File: src/rtl/pipe_reg_chain.sv
// pipe_reg_chain: elastic N-slot pipe register chain with flush, backpressure,
// bubble collapsing and decode-stage forwarding/load-use hazard lookup.
module pipe_reg_chain #(
    parameter int DATA_W     = 32,
    parameter int STAGES     = 3,
    parameter int DEST_W     = 5,
    parameter int LATE_STAGE = 1
) (
    input  logic              clk,
    input  logic              reset,
    input  logic              in_valid,
    output logic              in_ready,
    input  logic [DATA_W-1:0] in_data,
    input  logic [DEST_W-1:0] in_dest,
    input  logic              in_wr,
    input  logic              in_late,
    input  logic [STAGES-1:0] flush,
    output logic              out_valid,
    input  logic              out_ready,
    output logic [DATA_W-1:0] out_data,
    output logic [DEST_W-1:0] out_dest,
    output logic              out_wr,
    input  logic [DEST_W-1:0] src_a,
    input  logic [DEST_W-1:0] src_b,
    output logic              fwd_a_hit,
    output logic              fwd_b_hit,
    output logic [DATA_W-1:0] fwd_a_data,
    output logic [DATA_W-1:0] fwd_b_data,
    output logic              stall_req
);
    logic [STAGES-1:0] v, wr, late, move;
    logic [DATA_W-1:0] data [STAGES];
    logic [DEST_W-1:0] dest [STAGES];
    logic blk, stall_a, stall_b;

    // blk tracks "everything from slot i+1 to the output is full and stuck"
    always_comb begin
        move = '0;
        blk = v[STAGES-1] & ~out_ready;
        move[STAGES-1] = ~blk;
        for (int i = STAGES-2; i >= 0; i--) begin
            blk = blk & v[i+1];
            move[i] = ~blk;
        end
    end

    always_ff @(posedge clk or negedge reset) begin
        if (!reset) begin
            v    <= '0;
            wr   <= '0;
            late <= '0;
            for (int i = 0; i < STAGES; i++) begin
                data[i] <= '0;
                dest[i] <= '0;
            end
        end else begin
            v[0] <= (move[0] ? in_valid : v[0]) & ~flush[0];
            if (move[0]) begin
                data[0] <= in_data;
                dest[0] <= in_dest;
                wr[0]   <= in_wr;
                late[0] <= in_late;
            end
            for (int i = 1; i < STAGES; i++) begin
                v[i] <= (move[i] ? v[i-1] : v[i]) & ~flush[i];
                if (move[i]) begin
                    data[i] <= data[i-1];
                    dest[i] <= dest[i-1];
                    wr[i]   <= wr[i-1];
                    late[i] <= late[i-1];
                end
            end
        end
    end

    // result = {hit, stall, data}; scanning oldest to youngest lets the youngest win
    function automatic logic [DATA_W+1:0] lookup(input logic [DEST_W-1:0] s);
        logic [DATA_W+1:0] r;
        r = '0;
        for (int i = STAGES-1; i >= 0; i--)
            if (v[i] && wr[i] && dest[i] == s && s != '0)
                r = (late[i] && i < LATE_STAGE) ? {2'b01, {DATA_W{1'b0}}} : {2'b10, data[i]};
        return r;
    endfunction

    assign {fwd_a_hit, stall_a, fwd_a_data} = lookup(src_a);
    assign {fwd_b_hit, stall_b, fwd_b_data} = lookup(src_b);
    assign stall_req = stall_a | stall_b;
    assign in_ready  = move[0];
    assign out_valid = v[STAGES-1];
    assign out_data  = data[STAGES-1];
    assign out_dest  = dest[STAGES-1];
    assign out_wr    = v[STAGES-1] & wr[STAGES-1];
endmodule

File: config.mk
export PLATFORM = sky130hd
export DESIGN_NAME = pipe_reg_chain
export DESIGN_NICKNAME = d
export VERILOG_FILES = /design/src/rtl/pipe_reg_chain.sv
export SDC_FILE = /design/constraint.sdc
export NUM_CORES = 1
export LEC_CHECK = 0
export ABC_CLOCK_PERIOD_IN_PS = 2670
export CORE_MARGIN = 2
export CORE_UTILIZATION = 40
export CTS_CLUSTER_SIZE = 10
export DETAILED_ROUTE_END_ITERATION = 8
export PLACE_DENSITY = 0.68
export SYNTH_ARGS = -nofsm -noshare
export SYNTH_HDL_FRONTEND = slang
export SYNTH_SLANG_ARGS = --single-unit
File: constraint.sdc
create_clock -name clk -period 2.67 [get_ports clk]
set_input_delay 0.267 -clock clk [delete_from_list [all_inputs] [get_ports clk]]
set_output_delay 0.267 -clock clk [all_outputs]
set_load 0.01 [all_outputs]
==> results.yml, run 1 <==
place:
  io_buffer_count: 162
  gp_congestion: 0.884
  place_area_sq_mm: 0.00871
  hpwlAfterDp_mm: 13.9
  dpl_worst_slack_ns: -0.452
  place_inst: 1103
critical_path:
  crit_type: "register to output pin"
  path_common_cell: "buf_6"
  startpoint_type: "register"
  timing.critical_path.to_type: "output pin"
  r2r_setup_slack_ns: 0.97
  r2r_start: "v[2]"
  slowest_delay_ns: 0.45
  path_cells: "xnor2_2 -> nand2_2 -> or3_4 -> nor3_4 -> buf_6 -> buf_6 -> buf_8 -> buf_12 -> o2bb2ai_2 -> buf_2"
  r2r_cells: 5
  slowest_stage: "dfrtp_2"
  cp_max_fo: 7
  crit_required_ns: 2.40
  rr_endpoint: "data[73]"
  cp_data_arrival_time_ns: 2.35
cells_and_area:
  stdcell_count: 1177
  seq_area_sq_mm: 0.00296
  n_fill_cell: 1375
  area_delta_synth_final_pct: 49.3
  diodes: 0
  design_area_sq_mm: 0.0101
  nNetsFinal: 1000
  layout-drive-gt1-share_pct: 35.3
  multi_input_area_sq_mm: 0.00364
power_and_ir_drop:
  swShare_pct: 24.5
  power_frac_seq_pct: 38.8
  leakage_nw: 4.39
  combPwrFrac_pct: 12.4
  switchingPower_mw: 1.29
  p_per_area_mw_per_mm2: 522
  p_clk_share_pct: 48.7
  power_mw: 5.27
  p_int_mw: 3.98
  ir_drop_uv: 467
yosys:
  yosys_warnings: 0
  async_reset_ff_share_pct: 100
  synth_commonest_cells: "dfrtp_1 (118), nand2_1 (104), o21ai_0 (67), buf_4 (42)"
  yosys.cell_types.count: 36
  ys_ff_latch: 118
  yosys-top-cells-area: "dfrtp_1 (44%), mux2_2 (6.5%), nand2_1 (5.8%), o21ai_0 (5.0%), buf_4 (4.7%)"
  yosys_most_used_dff: "dfrtp_1"
  yosysTopAreaCell: "dfrtp_1"
  syn_inst: 757
  yosysTopAreaCellShare_pct: 43.7
  synth.avg_cell_area_sq_um: 8.93
  syn_area_sq_mm: 0.00676
  ys_seq_area_share_pct: 43.7
  synth_edf_count: 0
  synth_nets: 813
  synth.most_common_cell: "dfrtp_1"
die:
  core_area_sq_mm: 0.0165
  initial_core_util_pct: 40.9
  row_count: 47
  dieArea_sq_mm: 0.0180
  pin_count: 163
  die-width_um: 134
  die_h_um: 134
worst_hold_path:
  min_from: "flush[0]"
  worstHoldPathCells: 2
  hold_end: "v[0]"
  hold_path.class: "primary input to register"
sta:
  worst_slack_ns: 0.0483
  tightest_slew_ns: 0.731
  whs_ns: 0.381
  finClkSkew_ns: 0.00787
  setup_violations: 0
  slew_viol_final: 0
  slew-limit-headroom_pct: 51.3
  fin_crit_ns: 2.62
  hold_viol: 0
  min_period_over_period_pct: 98.2
  max_freq_mhz: 381
  rsz0062_at_grt: "true"
detailed_routing:
  drt-pass1-iter-count: 5
  drcViolationCount: 0
  wl_mm: 23.3
  via_per_inst: 5.58
  ant_nets: 0
  drt-wirelength-per-cell_um: 19.8
  vias: 6562
  drt_iter0_drc: 598
clock_tree:
  cts_max_level: 4
  clk_pin_slew_ns: 0.06
  clk_latency_ns: 0.42
  cts_buffer_depth: 2
  cts_made_buffers: 17
  cts_root_buf: "clkbuf_16"
  numClockSinks: 118
  cts_tree: "built"
grt:
  gr-total-overflow: 0
  grt_pass1_vias: 6473
  grt.total_usage_pct: 25.6
  grt_pass1_wl_mm: 35.6
  grt_start_max_net_pins: 119
  antenna_found_initial: 0
status:
  outcome: "finished, final reports clean"
job:
  drv_cap: 0
## sequential cells by signal, summed over array words and instances, names as in the netlist
register,count
data,64
dest,10
late,1
out_data,32
out_dest,5
v,3
wr,3
## logic make-up (layout without fill, tap and decap cells)
group | Yosys count | after routing | synth area share [%]
AND/OR/NAND/NOR | 234 | 234 | 16.8
XOR/XNOR | 26 | 26 | 3.37
multiplexers | 39 | 39 | 6.50
buffers and inverters | 135 | 335 | 10.5
AO/OA/AOI/OAI | 205 | 205 | 19.1
flip-flops | 118 | 118 | 43.7
## how the worst max path moves through the flow
stage	cells past startpoint	startpoint	endpoint
final	10	dest[11]	fwd_a_data[23]
after global placement	8	src_b[2]	fwd_b_data[6]
after detailed placement	9	src_a[0]	fwd_a_data[3]
after floorplan	6	out_dest[2]	fwd_b_data[28]
after CTS	10	dest[11]	fwd_a_data[23]
after global routing	9	dest[7]	fwd_b_data[16]
## stage by stage
stage | setup TNS (ns) | utilization, %
floorplan | 0 | -
global placement | -25.17 | 52.7
detailed placement | -25.05 | 52.7
CTS | -0.160 | 58.2
global route | -0.757 | 61.1
finish | 0 | 61.1
## final cells by class
cell class	count	share of cell area, %
Multi-Input combinational cell	504	36.1
Tap cell	220	2.73
Clock buffer	20	4.62
Sequential cell	118	29.3
Clock inverter	12	1.97
Timing Repair Buffer	267	23.9
Inverter	36	1.34
## critical path: cells and delay by family (launching register included)
| family | cells | cell delay, ns |
|---|---|---|
| xor gates and xnor gates | 1 | 0.17 |
| and+or+nand+nor | 3 | 0.60 |
| DFF | 1 | 0.45 |
| buffers and inverters | 5 | 0.63 |
| AOI/OAI and AO/OA | 1 | 0.09 |
## cells in the final DEF (no fill, tap or decap), types with 22 or more instances in the layout
cell             netlist  layout
a31oi_1               32      22
nand3_1               35      29
nand2b_1              33      32
inv_1                 36      36
dfrtp_1              118     115
nor3_1                36      32
clkdlybuf4s50_1        0      84
nand2_1              104     102
buf_4                 42      61
o21ai_0               67      67
mux2_2                39      39
buf_2                  9      61
buf_6                  5      27
## power by group through the flow
| stage | logic, mW | registers [mW] | clock network (mW) |
|---|---|---|---|
| 2_1_floorplan | 0.318 | 2.02 | 0 |
| 3_3_place_gp | 0.595 | 2.06 | 0 |
| 3_5_place_dp | 0.605 | 2.06 | 0 |
| 4_1_cts | 0.621 | 2.03 | 2.60 |
| 5_1_grt | 0.709 | 2.06 | 2.69 |
| 6_report | 0.654 | 2.05 | 2.57 |
## routing by layer
layer | GRT usage (%) | wire length (um)
met5 | 0 | 0
met4 | 9.40 | 513
met3 | 5.71 | 1950
met2 | 40.7 | 11200
met1 | 34.3 | 9590
## timing repair
| action | in CTS | in global routing |
|---|---|---|
| endpoints found under the hold margin | 102 | 0 |
| buffers inserted | 30 | 7 |
| pin swaps | 23 | 57 |
| endpoints found under the setup margin | 67 | 66 |
| cloned | 3 | 2 |
| resized for setup | 306 | 99 |
| hold buffers | 1 | 0 |
(Power assumes the default switching activity.)
==> run 2: changes to the inputs <==
==> config.mk (replaced) <==
export PLATFORM = sky130hd
export DESIGN_NAME = pipe_reg_chain
export DESIGN_NICKNAME = d
export VERILOG_FILES = /design/src/rtl/pipe_reg_chain.sv
export SDC_FILE = /design/constraint.sdc
export NUM_CORES = 1
export LEC_CHECK = 0
export CORE_MARGIN = 2
export CORE_UTILIZATION = 54
export CTS_CLUSTER_SIZE = 10
export DETAILED_ROUTE_END_ITERATION = 8
export PLACE_DENSITY = 0.87
export SYNTH_ARGS = -nofsm -noshare
export SYNTH_HDL_FRONTEND = slang
export SYNTH_SLANG_ARGS = --single-unit
==> run 2 against run 1 <==
  * The flow now finishes with violations (design-rule violations, negative setup slack)
  * Final cell count down 5.4%
  * Total power fell by 2.1%
  * First-iteration DRC count increased by 97%
  * Clock skew down 0.0028 ns
  * Worst setup slack got worse by 0.22 ns
  * Sequential power is essentially flat
  * Largest cell class unchanged
  * Largest power group unchanged
==> results.yml, run 2 (same netlist as run 1, synthesis figures left out) <==
die:
  dieArea_sq_mm: 0.0134
  initial_core_util_pct: 55.8
  row_count: 40
  die-width_um: 116
  die_h_um: 116
  pin_count: 163
  core_area_sq_mm: 0.0121
clock_tree:
  cts_max_level: 4
  clk_pin_slew_ns: 0.05
  cts_made_buffers: 17
  numClockSinks: 118
  cts_tree: "built"
  clk_latency_ns: 0.42
  cts_root_buf: "clkbuf_16"
  cts_buffer_depth: 2
worst_hold_path:
  worstHoldPathCells: 2
  hold_end: "v[1]"
  hold_path.class: "primary input to register"
  min_from: "flush[1]"
critical_path:
  r2r_setup_slack_ns: 0.83
  r2r_cells: 5
  cp-startpoint: "src_a[4]"
  rr_endpoint: "data[82]"
  startpoint_type: "primary input"
  crit_required_ns: 2.40
  crit_type: "primary input to output pin"
  cp_max_fo: 6
  timing.critical_path.to_type: "output pin"
  r2r_start: "v[2]"
  cp_data_arrival_time_ns: 2.58
detailed_routing:
  drt-pass1-iter-count: 9
  vias: 7446
  wl_mm: 26.9
  drt_iter0_drc: 1177
  drt-wirelength-per-cell_um: 24.1
  drcViolationCount: 53
  ant_nets: 0
  via_per_inst: 6.68
place:
  hpwlAfterDp_mm: 13.8
  gp_congestion: 0.911
  place_area_sq_mm: 0.00861
  dpl_worst_slack_ns: -0.554
  io_buffer_count: 162
sta:
  worst_slack_ns: -0.172
  setup_violations: 37
  rsz0062_at_grt: "true"
  fin_crit_ns: 2.84
  tightest_slew_ns: 0.792
  hold_viol: 0
  max_freq_mhz: 352
  finClkSkew_ns: 0.00508
  slew_viol_final: 0
  min_period_over_period_pct: 106
  slew-limit-headroom_pct: 47.2
power_and_ir_drop:
  p_per_area_mw_per_mm2: 511
  leakage_nw: 4.37
  combPwrFrac_pct: 13.5
  switchingPower_mw: 1.34
  p_clk_share_pct: 46.6
  ir_drop_uv: 426
  power_frac_seq_pct: 39.9
  p_int_mw: 3.82
  swShare_pct: 25.9
cells_and_area:
  mostFrequentLayoutCells: "dfrtp_1 (114), nand2_1 (101), clkdlybuf4s50_1 (87)"
  layout-drive-gt1-share_pct: 33.3
  design_area_sq_mm: 0.0101
  final_common_cell: "dfrtp_1"
  diodes: 0
  largest_reg_flops: 64
  largest_register: "data"
  area_delta_synth_final_pct: 49.4
  nNetsFinal: 990
grt:
  grt_start_max_net_pins: 119
  grt_pass1_vias: 7032
  antenna_found_initial: 0
  grt_pass1_wl_mm: 36.6
  gr-total-overflow: 0
  grt.total_usage_pct: 35.4
status:
  outcome: "finished, violations left"
  violations: "design-rule violations, negative setup slack"
job:
  drv_cap: 0
[run 2: cell count changes in the layout (fill, tap and decap cells not counted), moves of 10 or more]
cell | before | now
a22oi_1 | 12 | 25
buf_2 | 61 | 42
a22oi_2 | 20 | 7
a21oi_2 | 15 | 5
o2bb2ai_1 | 21 | 7
o2bb2ai_4 | 1 | 12
a21oi_1 | 19 | 31
[run 2: cell type report]
cell class              count  area, sq um
clock buffers              21          450
flip-flops and latches    118         2960
multi-input cells         504         3760
inverters                  36          135
well taps                 168          210
fillers                   619         2010
repair buffers            257         2440
clock inverters            10          154
[run 2: worst max path at each step]
| stage | to | slack (ns) |
|---|---|---|
| finish | fwd_a_data[2] | -0.17 |
| global route | fwd_a_data[2] | -0.16 |
| CTS | fwd_b_data[29] | -0.08 |
| detailed placement | fwd_b_data[17] | -0.55 |
| global placement | fwd_b_data[17] | -0.46 |
| floorplan | fwd_b_data[28] | 0.61 |
[run 2: power by group through the flow]
stage                     Sequential [mW]  Clock (mW)  Combinational, mW
after floorplan                      2.02           0              0.318
after global placement               2.05           0              0.577
after detailed placement             2.06           0              0.599
after CTS                            2.03        2.39              0.629
after global routing                 2.07        2.48              0.733
final                                2.06        2.41              0.694
[run 2: through the flow]
stage | utilization [%] | TNS (ns) | hold slack [ns] | cells | total power, mW
finish | 83.4 | -2.34 | 0.389 | 1114 | 5.16
floorplan | - | 0 | -0.0286 | 757 | 2.34
global route | 83.4 | -4.01 | 0.411 | 1114 | 5.28
detailed placement | 71.1 | -24.98 | 0.410 | 1047 | 2.66
CTS | 78.3 | -0.493 | 0.388 | 1101 | 5.06
global placement | 71.1 | -21.76 | 0.411 | 1047 | 2.63
[run 2: layer usage]
metal	global-route usage, %	up-vias	share of wire [%]
li1	-	2988	-
met1	42.8	3471	33
met2	58.8	730	46
met3	9.41	257	13
met4	17.4	0	7.6
met5	0	-	0
[run 2: timing repair]
action / 4_1_cts / 5_1_grt
buffers inserted: 18 / 12
endpoints found under the setup margin: 67 / 64
gates resized for setup: 293 / 114
endpoints found under the hold margin: 105 / 0
pin swaps: 22 / 25
gates cloned: 4 / 1
hold buffers: 1 / 0
[run 2: critical path: stages]
cell             delay (ns)
clkdlybuf4s50_1        0.48
or4_4                  0.56
nor2_4                 0.22
and4bb_4               0.28
buf_12                 0.16
buf_4                  0.14
a31oi_1                0.24
o2bb2ai_2              0.09
buf_2                  0.14
==> variant 1, RTL diff (flow settings as in run 1) <==
Change the parameter `STAGES` from 3 to 6.
--- a/src/rtl/pipe_reg_chain.sv
+++ b/src/rtl/pipe_reg_chain.sv
@@ -3,5 +3,5 @@
 module pipe_reg_chain #(
     parameter int DATA_W     = 32,
-    parameter int STAGES     = 3,
+    parameter int STAGES     = 6,
     parameter int DEST_W     = 5,
     parameter int LATE_STAGE = 1
Interface: changed (resized flush); port bits go from 163 to 166. The function was not compared with the original's and may differ.
==> variant 1 against run 1 <==
  * Via count grew 100%
  * The run now ends with setup timing left
  * Cell area grew 100%
  * Synthesized area grew 92%
  * Worst setup slack lost 0.49 ns
  * Total power grew 58%
  * Wire length grew 140%
  * Combinational power grew 31%
  * Critical path depth is the same
  * Core utilization grew 2.7 points
  * Die area grew 88%
  * Sequential cell count grew 117
==> variant 1: results (changes against run 1) <==
{| class="wikitable"
! Metric !! Value
|-
| Outcome || finished with violations
|-
| Failing checks || setup timing
|-
| Terminus of the critical flop-to-flop path || v[0]
|-
| Post-route standard cell area excluding fillers || 0.0202 mm² (+100%)
|-
| Number of buffers added on ports || 165 (+1.9%)
|-
| Switching power of the nets || 2.16 mW (+67%)
|-
| Post-cts gate resize count || 584 (+91%)
|-
| Fill cell total of the finished layout || 2,331 (+70%)
|-
| Post-CTS Setup Inserts || 67 (+120%)
|-
| Signal buffers share of area || 0.235 (-0.00437)
|-
| End point of the most critical hold path || v[4]
|-
| M2 GR Usage || 0.442 (+0.0347)
|-
| Placed wire-length estimate || 34,000 µm (+140%)
|-
| Initial DRC count || 1,628 (+170%)
|-
| Global routing met1 resource utilization || 0.456 (+0.113)
|-
| Number of failing setup endpoints in the final timing report || 67 (+67)
|-
| Fin Setup TNS || -22.76 ns (-22.76 ns)
|-
| Number of sinks on the clock net || 235 (+99%)
|-
| Reg2reg start || v[5]
|-
| Detailed-route vias per instance || 6.25 (+12%)
|-
| Setup slack after layout || -0.442 ns (-0.490 ns)
|-
| Vias in the first global route || 12,500 (+92%)
|-
| Maximum clock path buffer count || 3 (+1)
|-
| Sequential share of the synthesized area || 0.454 (+0.0172)
|-
| Startpoint of the most critical hold path || flush[4]
|-
| Reported leakage power || 8.70 nW (+98%)
|-
| Share of the final layout cell area in multi-input gates || 0.409 (+0.0483)
|-
| Nonclk inv count || 9 (-75%)
|-
| Clock-cell share of area || 0.0383 (-0.0276)
|-
| Net count of the mapped netlist || 1,457 (+79%)
|-
| Worst ir drop on vdd || 545 µV (+17%)
|-
| Setup slack after placement || -0.995 ns (-0.544 ns)
|-
| Global routing met3 resource utilization || 0.0551 (-0.00200)
|-
| First-pass detailed-route iteration total || 6 (+1)
|-
| Clock insertion delay at the later pin of the skew report || 0.55 ns (+0.13 ns)
|-
| Worst R2R Setup Slack || 0.78 ns (-0.19 ns)
|-
| Net total in the final layout || 1,777 (+78%)
|-
| Syn Area/Cell || 9.26 µm² (+3.7%)
|-
| Routed metal-1 wirelength || 22,600 µm (+140%)
|}
variant 1: cell types whose count changed in the layout (fill, tap and decap cells not counted), sizes merged, moves of 52 or more:
| cell | change |
|---|---|
| a221oi | +89 |
| buf | +166 |
| dfrtp | +117 |
| mux2 | +75 |
| nand2 | +268 |
| nor2 | +52 |
variant 1: how the worst max path moves through the flow:
stage	start	to	slack (ns)
after global routing	dest[20]	fwd_a_data[31]	-0.60
after global placement	src_a[3]	fwd_a_data[12]	-1.0
after floorplan	src_a[3]	fwd_a_data[10]	0.30
after detailed placement	src_a[3]	fwd_a_data[12]	-1.0
after CTS	dest[12]	fwd_b_data[5]	-0.43
final	out_dest[0]	fwd_a_data[20]	-0.44
variant 1: cell families after synthesis:
logic type / after synthesis / synth area share
muxes: 114 / 0.0991
xor gates and xnor gates: 56 / 0.0379
buffers and inverters: 160 / 0.0644
AOI/OAI and AO/OA: 303 / 0.169
DFF: 235 / 0.454
and+or+nand+nor: 530 / 0.176
==> variant 2, RTL diff (flow settings as in run 1) <==
Without the edit above. Make the reset (`reset`) synchronous in one clocked block.
--- a/src/rtl/pipe_reg_chain.sv
+++ b/src/rtl/pipe_reg_chain.sv
@@ -45,5 +45,5 @@
     end
 
-    always_ff @(posedge clk or negedge reset) begin
+    always_ff @(posedge clk) begin
         if (!reset) begin
             v    <= '0;
Behaviour: differs if reset is asserted again (counterexample within 4 cycles, from zero or initial values and one cycle with reset low); with reset held inactive, the same outputs for 4 cycles.
==> variant 2 against run 1 <==
  * The run now ends with setup timing left
  * Total power down 8.2%
  * Worst setup slack got worse by 0.16 ns
  * Synthesized area rose by 1.8%
  * First-iteration DRC count decreased by 5.2%
  * Sequential cell count unchanged
  * Core utilization grew 1.7 points
  * Sequential power up 6%
  * Hold slack worse by 0.20 ns
  * Cell area rose by 3.8%
  * Die area up 1.8%
  * Wire length increased by 2.0%
  * Critical path type unchanged
  * Largest power group unchanged
==> variant 2: results (changes against run 1) <==
{| class="wikitable"
! Metric !! Value
|-
| Syn Area/Cell || 10.2 µm² (+14%)
|-
| Net total in the final layout || 914 (-8.6%)
|-
| Pin count of the biggest net entering global routing || 117 (-1.7%)
|-
| Routability congestion estimate || 0.873 (-1.2%)
|-
| Combinational gate power || 0.355 mW (-46%)
|-
| Crit-path slowest cell || sky130_fd_sc_hd__edfxtp_1
|-
| Startpoint of the most critical hold path || reset
|-
| Worst ir drop on vdd || 389 µV (-17%)
|-
| Compound-cell area share of the yosys netlist || 0.136 (-0.0547)
|-
| Net Sw Frac || 0.217 (-0.0285)
|-
| Metal3 WL || 2050 µm (+4.8%)
|-
| Unique masters post-synth || 41 (+14%)
|-
| Longest individual stage delay on the worst path || 0.42 ns (-0.03 ns)
|-
| Pwr per Cell Area || 461 mW/mm² (-12%)
|-
| Setup slack after layout || -0.115 ns (-0.163 ns)
|-
| Reg2reg start || v[2]
|-
| Detail-routed net length per standard cell || 21.8 µm (+10%)
|-
| End point of the most critical hold path || late[0]
|-
| Setup slack after placement || -0.619 ns (-0.168 ns)
|-
| Data arrival time of the critical path || 2.52 ns (+0.17 ns)
|-
| Global router's overall resource usage || 0.257 (+0.00152)
|-
| Global routing met1 resource utilization || 0.340 (-0.00306)
|-
| Post-synth ARST share || 0 (-1.00)
|-
| Initial DRC count || 567 (-5.2%)
|-
| Placed Cells || 1,026 (-7.0%)
|-
| Failing checks || setup timing
|-
| Number of failing setup endpoints in the final timing report || 27 (+27)
|-
| Global routing met3 resource utilization || 0.0576 (+0.000546)
|-
| Post-Place Cell Area || 0.00898 mm² (+3.1%)
|-
| Maximum fanout along the worst path || 3 (-4)
|-
| Critical path launch point || dest[0][10]
|-
| Routed metal-1 wirelength || 9610 µm (+0.13%)
|-
| Share of layout cells above drive strength 1 || 0.351 (-0.00187)
|-
| Terminus of the critical flop-to-flop path || data[0][13]
|-
| Most common library cells after synthesis || sky130_fd_sc_hd__and3_1 (111), sky130_fd_sc_hd__edfxtp_1 (111), sky130_fd_sc_hd__clkbuf_1 (47), sky130_fd_sc_hd__nand3_1 (45), sky130_fd_sc_hd__buf_4 (41)
|-
| Post-synthesis share of cell area spent on xor and xnor gates || 0.0331 (-0.000606)
|-
| Post-synth top area share || 0.484 (+0.0474)
|-
| M2 GR Usage || 0.421 (+0.0139)
|-
| Outcome || finished with violations
|-
| Fill cell total of the finished layout || 1,311 (-4.7%)
|-
| Sum of met2 wire segment lengths after detailed routing || 11,700 µm (+3.7%)
|-
| Net count of the mapped netlist || 731 (-10%)
|-
| Reported leakage power || 4.42 nW (+0.85%)
|}
-- variant 2: cell types whose count changed in the layout (fill, tap and decap cells not counted), moves of 17 or more --
cell	run 1	this run
sky130_fd_sc_hd__edfxtp_1	0	111
sky130_fd_sc_hd__nand3_2	5	24
sky130_fd_sc_hd__and3_1	6	111
sky130_fd_sc_hd__mux2_2	39	0
sky130_fd_sc_hd__o21ai_0	67	10
sky130_fd_sc_hd__dfrtp_1	115	0
sky130_fd_sc_hd__nand2_1	102	9
sky130_fd_sc_hd__o2bb2ai_1	21	4
-- variant 2: cell type report --
cell class / instances / area [µm²] / area share
clock buffers: 27 / 546 / 0.0521
inverters: 35 / 131 / 0.0125
repair buffers: 267 / 2590 / 0.247
well taps: 220 / 275 / 0.0263
clock inverters: 5 / 57.6 / 0.00549
flip-flops and latches: 118 / 3470 / 0.331
multi-input cells: 419 / 3410 / 0.325
-- variant 2: what timing repair did --
item,in CTS,in global routing
gates cloned,4,4
buffers inserted,22,4
resized for setup,356,69
setup endpoints to repair,67,67
pin swaps,41,66
